<file path="src/rtl/sram_arbiter.sv">
// Round-robin two-port controller for the 16-bit asynchronous SRAM.
// Strobes are registered from the next state so the pins change exactly on state entry.
module sram_arbiter #(
    parameter int ADDR_W      = 20,
    parameter int DATA_W      = 16,
    parameter int WAIT_STATES = 1
) (
    input  logic              Clk,
    input  logic              Reset,
    input  logic              p0_req,
    input  logic              p0_we,
    input  logic [ADDR_W-1:0] p0_addr,
    input  logic [DATA_W-1:0] p0_wdata,
    input  logic [1:0]        p0_be,
    output logic              p0_ack,
    output logic [DATA_W-1:0] p0_rdata,
    input  logic              p1_req,
    input  logic              p1_we,
    input  logic [ADDR_W-1:0] p1_addr,
    input  logic [DATA_W-1:0] p1_wdata,
    input  logic [1:0]        p1_be,
    output logic              p1_ack,
    output logic [DATA_W-1:0] p1_rdata,
    output logic [ADDR_W-1:0] SRAM_ADDR,
    output logic              SRAM_CE_N,
    output logic              SRAM_OE_N,
    output logic              SRAM_WE_N,
    output logic              SRAM_UB_N,
    output logic              SRAM_LB_N,
    output logic              bus_oe,
    output logic [DATA_W-1:0] bus_wdata,
    input  logic [DATA_W-1:0] bus_rdata
);
    localparam int CNT_W = 4;
    localparam logic [CNT_W-1:0] HOLD_INIT = CNT_W'(WAIT_STATES - 1);

    typedef enum logic [2:0] {
        IDLE, RD_SETUP, RD_HOLD, RD_DONE, WR_SETUP, WR_PULSE, WR_DONE
    } state_t;

    state_t            state_reg, state_next;
    logic [CNT_W-1:0]  wait_cnt_reg, wait_cnt_next;
    logic              last_grant_reg, last_grant_next;
    logic              grant_reg, grant_next;
    logic [ADDR_W-1:0] addr_reg, addr_next;
    logic [DATA_W-1:0] wdata_reg, wdata_next;
    logic [1:0]        be_reg, be_next;

    logic [ADDR_W-1:0] sram_addr_reg, sram_addr_next;
    logic              ce_n_reg, ce_n_next;
    logic              oe_n_reg, oe_n_next;
    logic              we_n_reg, we_n_next;
    logic              ub_n_reg, ub_n_next;
    logic              lb_n_reg, lb_n_next;
    logic              bus_oe_reg, bus_oe_next;
    logic [DATA_W-1:0] bus_wdata_reg, bus_wdata_next;
    logic [1:0]        ack_reg, ack_next;

    // On a tie the port that did not win last time is served.
    logic              grant_sel;
    logic              sel_we;
    logic [ADDR_W-1:0] sel_addr;
    logic [DATA_W-1:0] sel_wdata;
    logic [1:0]        sel_be;

    assign grant_sel = (p0_req & p1_req) ? ~last_grant_reg : p1_req;
    assign sel_we    = grant_sel ? p1_we    : p0_we;
    assign sel_addr  = grant_sel ? p1_addr  : p0_addr;
    assign sel_wdata = grant_sel ? p1_wdata : p0_wdata;
    assign sel_be    = grant_sel ? p1_be    : p0_be;

    always_ff @(posedge Clk) begin
        if (Reset) begin
            state_reg      <= IDLE;
            wait_cnt_reg   <= '0;
            last_grant_reg <= 1'b1;
            grant_reg      <= 1'b0;
            addr_reg       <= '0;
            wdata_reg      <= '0;
            be_reg         <= '0;
            sram_addr_reg  <= '0;
            ce_n_reg       <= 1'b1;
            oe_n_reg       <= 1'b1;
            we_n_reg       <= 1'b1;
            ub_n_reg       <= 1'b1;
            lb_n_reg       <= 1'b1;
            bus_oe_reg     <= 1'b0;
            bus_wdata_reg  <= '0;
            ack_reg        <= '0;
        end else begin
            state_reg      <= state_next;
            wait_cnt_reg   <= wait_cnt_next;
            last_grant_reg <= last_grant_next;
            grant_reg      <= grant_next;
            addr_reg       <= addr_next;
            wdata_reg      <= wdata_next;
            be_reg         <= be_next;
            sram_addr_reg  <= sram_addr_next;
            ce_n_reg       <= ce_n_next;
            oe_n_reg       <= oe_n_next;
            we_n_reg       <= we_n_next;
            ub_n_reg       <= ub_n_next;
            lb_n_reg       <= lb_n_next;
            bus_oe_reg     <= bus_oe_next;
            bus_wdata_reg  <= bus_wdata_next;
            ack_reg        <= ack_next;
        end
    end

    always_comb begin
        state_next      = state_reg;
        wait_cnt_next   = wait_cnt_reg;
        last_grant_next = last_grant_reg;
        grant_next      = grant_reg;
        addr_next       = addr_reg;
        wdata_next      = wdata_reg;
        be_next         = be_reg;
        case (state_reg)
            IDLE: begin
                if (p0_req | p1_req) begin
                    grant_next      = grant_sel;
                    last_grant_next = grant_sel;
                    addr_next       = sel_addr;
                    wdata_next      = sel_wdata;
                    be_next         = sel_be;
                    state_next      = sel_we ? WR_SETUP : RD_SETUP;
                end
            end
            RD_SETUP: begin
                state_next    = RD_HOLD;
                wait_cnt_next = HOLD_INIT;
            end
            RD_HOLD: begin
                if (wait_cnt_reg == '0) state_next = RD_DONE;
                else wait_cnt_next = wait_cnt_reg - CNT_W'(1);
            end
            WR_SETUP: begin
                state_next    = WR_PULSE;
                wait_cnt_next = HOLD_INIT;
            end
            WR_PULSE: begin
                if (wait_cnt_reg == '0) state_next = WR_DONE;
                else wait_cnt_next = wait_cnt_reg - CNT_W'(1);
            end
            RD_DONE, WR_DONE: state_next = IDLE;
            default:          state_next = IDLE;
        endcase
    end

    // Pin values for the state being entered; the access fields come from the
    // next-state values so a fresh grant already shows its address in SETUP.
    always_comb begin
        sram_addr_next = sram_addr_reg;
        ce_n_next      = 1'b1;
        oe_n_next      = 1'b1;
        we_n_next      = 1'b1;
        ub_n_next      = 1'b1;
        lb_n_next      = 1'b1;
        bus_oe_next    = 1'b0;
        bus_wdata_next = bus_wdata_reg;
        ack_next       = '0;
        case (state_next)
            RD_SETUP, RD_HOLD: begin
                sram_addr_next = addr_next;
                ce_n_next      = 1'b0;
                oe_n_next      = 1'b0;
                ub_n_next      = ~be_next[1];
                lb_n_next      = ~be_next[0];
            end
            RD_DONE: ack_next[grant_next] = 1'b1;
            WR_SETUP, WR_PULSE: begin
                sram_addr_next = addr_next;
                ce_n_next      = 1'b0;
                we_n_next      = (state_next != WR_PULSE);
                ub_n_next      = ~be_next[1];
                lb_n_next      = ~be_next[0];
                bus_oe_next    = 1'b1;
                bus_wdata_next = wdata_next;
            end
            WR_DONE: begin
                ce_n_next   = 1'b0;
                ub_n_next   = ~be_next[1];
                lb_n_next   = ~be_next[0];
                bus_oe_next = 1'b1;
                ack_next[grant_next] = 1'b1;
            end
            default: ;
        endcase
    end

    // bus_rdata is valid during RD_DONE, so the ack cycle forwards it directly
    // and the per-port register keeps it until that port's next read.
    logic [1:0][DATA_W-1:0] rdata_out;

    for (genvar gi = 0; gi < 2; gi++) begin : g_port
        logic [DATA_W-1:0] rdata_reg;
        logic              capture;

        assign capture = (state_reg == RD_DONE) && (grant_reg == 1'(gi));

        always_ff @(posedge Clk) begin
            if (Reset)        rdata_reg <= '0;
            else if (capture) rdata_reg <= bus_rdata;
        end

        assign rdata_out[gi] = capture ? bus_rdata : rdata_reg;
    end

    assign p0_rdata  = rdata_out[0];
    assign p1_rdata  = rdata_out[1];
    assign p0_ack    = ack_reg[0];
    assign p1_ack    = ack_reg[1];
    assign SRAM_ADDR = sram_addr_reg;
    assign SRAM_CE_N = ce_n_reg;
    assign SRAM_OE_N = oe_n_reg;
    assign SRAM_WE_N = we_n_reg;
    assign SRAM_UB_N = ub_n_reg;
    assign SRAM_LB_N = lb_n_reg;
    assign bus_oe    = bus_oe_reg;
    assign bus_wdata = bus_wdata_reg;
endmodule

</file>
<file path="config.mk">
export PLATFORM = sky130hd
export DESIGN_NAME = sram_arbiter
export DESIGN_NICKNAME = d
export VERILOG_FILES = /design/src/rtl/sram_arbiter.sv
export SDC_FILE = /design/constraint.sdc
export NUM_CORES = 1
export LEC_CHECK = 0
export ABC_CLOCK_PERIOD_IN_PS = 2500
export CORE_ASPECT_RATIO = 0.5
export CORE_MARGIN = 5
export CORE_UTILIZATION = 25
export DETAILED_ROUTE_END_ITERATION = 10
export GPL_ROUTABILITY_DRIVEN = 0
export PLACE_DENSITY = 0.52
export SYNTH_ARGS = -nofsm -noshare
export SYNTH_HDL_FRONTEND = slang
export SYNTH_SLANG_ARGS = --single-unit
export TNS_END_PERCENT = 10
</file>
<file path="constraint.sdc">
create_clock -name Clk -period 2.5 [get_ports Clk]
set_input_delay 0.5 -clock Clk [delete_from_list [all_inputs] [get_ports Clk]]
set_output_delay 0.5 -clock Clk [all_outputs]
set_load 0.02 [all_outputs]
</file>
==> run_results.csv <==
group,metric,value,unit
outcome,status,"completed",
power_and_ir_drop,peakVddDrop,521,µV
logic_synthesis,synthTopCellsByArea,"dfxtp_1, mux2_2, nor2b_1",
worst_setup_path,r2r_end,"SRAM_ADDR[10]",
finish,fin_util,37.5,%
flow_run,maxCapViolCount,0,
min_path,min_from,"bus_wdata[9]",
worst_setup_path,critPathSlowestCell,"dfxtp_4",
clocking,cts.sinks,123,
timing,finalCritPeriodShare,98.4,%
worst_setup_path,crit_path_max_incr_delay,0.38,ns
timing,drv_slew,0,
logic_synthesis,yosysMostFrequentCell,"dfxtp_1",
power_and_ir_drop,p_per_area,1130,nW/µm²
clocking,cts_tree,"built",
timing,tightestPinTransition,0.702,ns
power_and_ir_drop,leakagePower,3.15,nW
routing,vias,4450,
finish,post-route-cell-area,8040,µm²
worst_setup_path,reg2reg_slack,0.38,ns
clocking,clk_latency,0.41,ns
logic_synthesis,async_reset_ff_share,0,%
die,dieArea,24800,µm²
die,initial_utilization,25.1,%
logic_synthesis,syn-num-nets,623,
global_routing,grt_usage,13.0,%
placed_design,dp_hpwl,11.2,mm
routing,route.detailed.drc,0,
routing,wl_per_cell,16.1,µm
global_routing,grt_max_degree,73,
routing,dr.first_iter.drc_count,141,
global_routing,grt_pass1_vias,4566,
min_path,hold_path_class,"flop to flop",
clocking,cts.root.buffer_cell,"clkbuf_16",
clocking,clk_pin_slew,0.06,ns
die,ios,174,
placed_design,port_buffers,173,
finish,nets,791,
logic_synthesis,yosysUniqueCellTypes,51,
global_routing,overflow,0,
worst_setup_path,crit_type,"flop to output pin",
worst_setup_path,cp-start-kind,"flop",
logic_synthesis,synthesis.area,5390,µm²
die,core-area,21400,µm²
timing,finalCriticalPeriod,2.46,ns
finish,largest_reg_flops,32,
power_and_ir_drop,fin_total_pwr,9.07,mW
logic_synthesis,synth_top_cell_by_area,"dfxtp_1",
worst_setup_path,crit_chain,"nand2_2, nor3_4, buf_4, clkbuf_16, mux2_2, clkbuf_2",
logic_synthesis,synth_top_area_share,45.7,%
logic_synthesis,synthCells,524,
global_routing,antenna_found_initial,0,
worst_setup_path,cp.arrival,1.96,ns
finish,layout-drive-gt1-share,21.6,%
die,die_w,218,µm
placed_design,post_dp_cell_area,7460,µm²
timing,setup_violations,0,
die,row_count,38,
timing,rsz0062_at_grt,"true",
worst_setup_path,ff2ff_path_depth,6,
min_path,hold_path_end,"bus_wdata[9]",
worst_setup_path,r2r_start,"wait_cnt_reg[0]",
logic_synthesis,yosys-top-cells-count,"dfxtp_1, nor2b_1, nand2_1",
routing,drt_pre_antenna_iters,5,
worst_setup_path,cp_max_fo,8,
logic_synthesis,ys_warn_count,0,
clocking,htreeDepth,4,
routing,viasPerCell,4.43,
min_path,hold-path-cell-count,1,
timing,max_freq,407,MHz
logic_synthesis,synth-edff-count,0,
logic_synthesis,yosysSeqAreaShare,45.7,%
timing,hold_viol_final,0,
logic_synthesis,ys.flop_type,"dfxtp_1",
die,fp.dieH,114,µm
clocking,clockBufferDepth,2,
logic_synthesis,ys_ff_latch,123,
logic_synthesis,syn_area_per_cell,10.3,µm²
worst_setup_path,worstSetupEndpointType,"output pin",
clocking,cts_buffers,17,
global_routing,grt_pass1_wl,25.6,mm
finish,antenna_cells,0,
finish,area_growth,49.2,%
timing,fin_skew,0.00840,ns
timing,relSlewSlack,53.2,%
routing,finalWirelength,16.2,mm
worst_setup_path,required,2.00,ns
routing,ant_nets,0,
per-stage QoR:
step / setup TNS (ns) / setup slack (ns) / hold slack, ns / instances
after floorplan: 0 / 0.567 / 0.465 / 524
after global placement: 0 / 0.143 / 0.458 / 970
after detailed placement: 0 / 0.104 / 0.455 / 970
after CTS: 0 / 0.0145 / 0.475 / 1003
after global routing: -0.429 / -0.0604 / 0.492 / 1005
final: 0 / 0.0405 / 0.471 / 1005
cell type report:
cell class / instances / area, µm²
fill: 2139 / 13400
multi-input combinational: 352 / 2660
sequential: 123 / 2470
timing repair buffer: 195 / 1900
clock buffer: 19 / 433
tap: 300 / 375
clock inverter: 13 / 193
inverter: 3 / 11.3
repair_timing:
item                                    4_1_cts  5_1_grt
hold endpoints to repair                      0        0
hold buffers                                  0        0
setup buffers                                 1        1
endpoints found under the setup margin       32       16
gates cloned                                  0        1
pin swaps                                     0        1
gates resized for setup                      33       34
layer usage:
| layer | share of wire (%) | up-vias | track usage, % | routed length [µm] |
|---|---|---|---|---|
| met5 | 0 | - | 0 | 0 |
| met4 | 1.2 | 0 | 3.53 | 197 |
| met3 | 6.0 | 11 | 4.85 | 981 |
| met2 | 48 | 90 | 21.0 | 7780 |
| met1 | 45 | 2124 | 16.4 | 7260 |
| li1 | - | 2225 | - | - |
worst max-delay path: cells and delay by family (launching register included):
kind                   cells  cell delay, ns
buffers and inverters      3            0.47
flip-flops                 1            0.38
multiplexers               1            0.35
AND/OR/NAND/NOR            2            0.35
cells by family after synthesis:
kind of cell | synth area share, %
multiplexers | 11.0
buffers and inverters | 4.97
adder cells (fa/ha/maj) | 0.232
flip-flops | 45.7
AND/OR/NAND/NOR | 16.6
XOR/XNOR | 0.325
AO/OA/AOI/OAI | 21.2
power by group:
group	total [mW]	internal (mW)	switching [mW]
sequential	2.78	2.54	0.235
clock	2.62	1.68	0.939
combinational	3.68	1.74	1.94
total	9.07	5.96	3.11
layout by cell type, fill, tap and decap left out, types with 3 or more instances in the layout:
cell	n
nor2b_1	71
o21a_1	4
a211o_1	3
and2_1	3
clkbuf_2	16
nor2_1	9
clkbuf_16	18
a22o_1	16
dfxtp_1	121
buf_12	7
mux2_1	7
dlygate4sd2_1	16
o21ai_0	4
bufinv_16	4
buf_4	15
o32ai_1	20
mux2_2	43
a31oi_1	18
clkinv_4	5
a211oi_2	19
nand2_1	47
nand2b_1	6
clkdlybuf4s50_1	140
inv_1	3
a21oi_1	44
how the worst max path moves through the flow:
stage                       startpoint            to  cells after the start  slack (ns)
after floorplan           state_reg[1]  p0_rdata[10]                      5        0.57
after global placement          p1_req  bus_wdata[6]                      5        0.14
after detailed placement        p1_req  bus_wdata[8]                      5        0.10
after CTS                 state_reg[0]   p0_rdata[2]                      5        0.01
after global routing      state_reg[0]  p0_rdata[15]                      6       -0.06
final                     state_reg[0]  p0_rdata[15]                      6        0.04
Note: power is estimated with default switching activity, not from simulation.
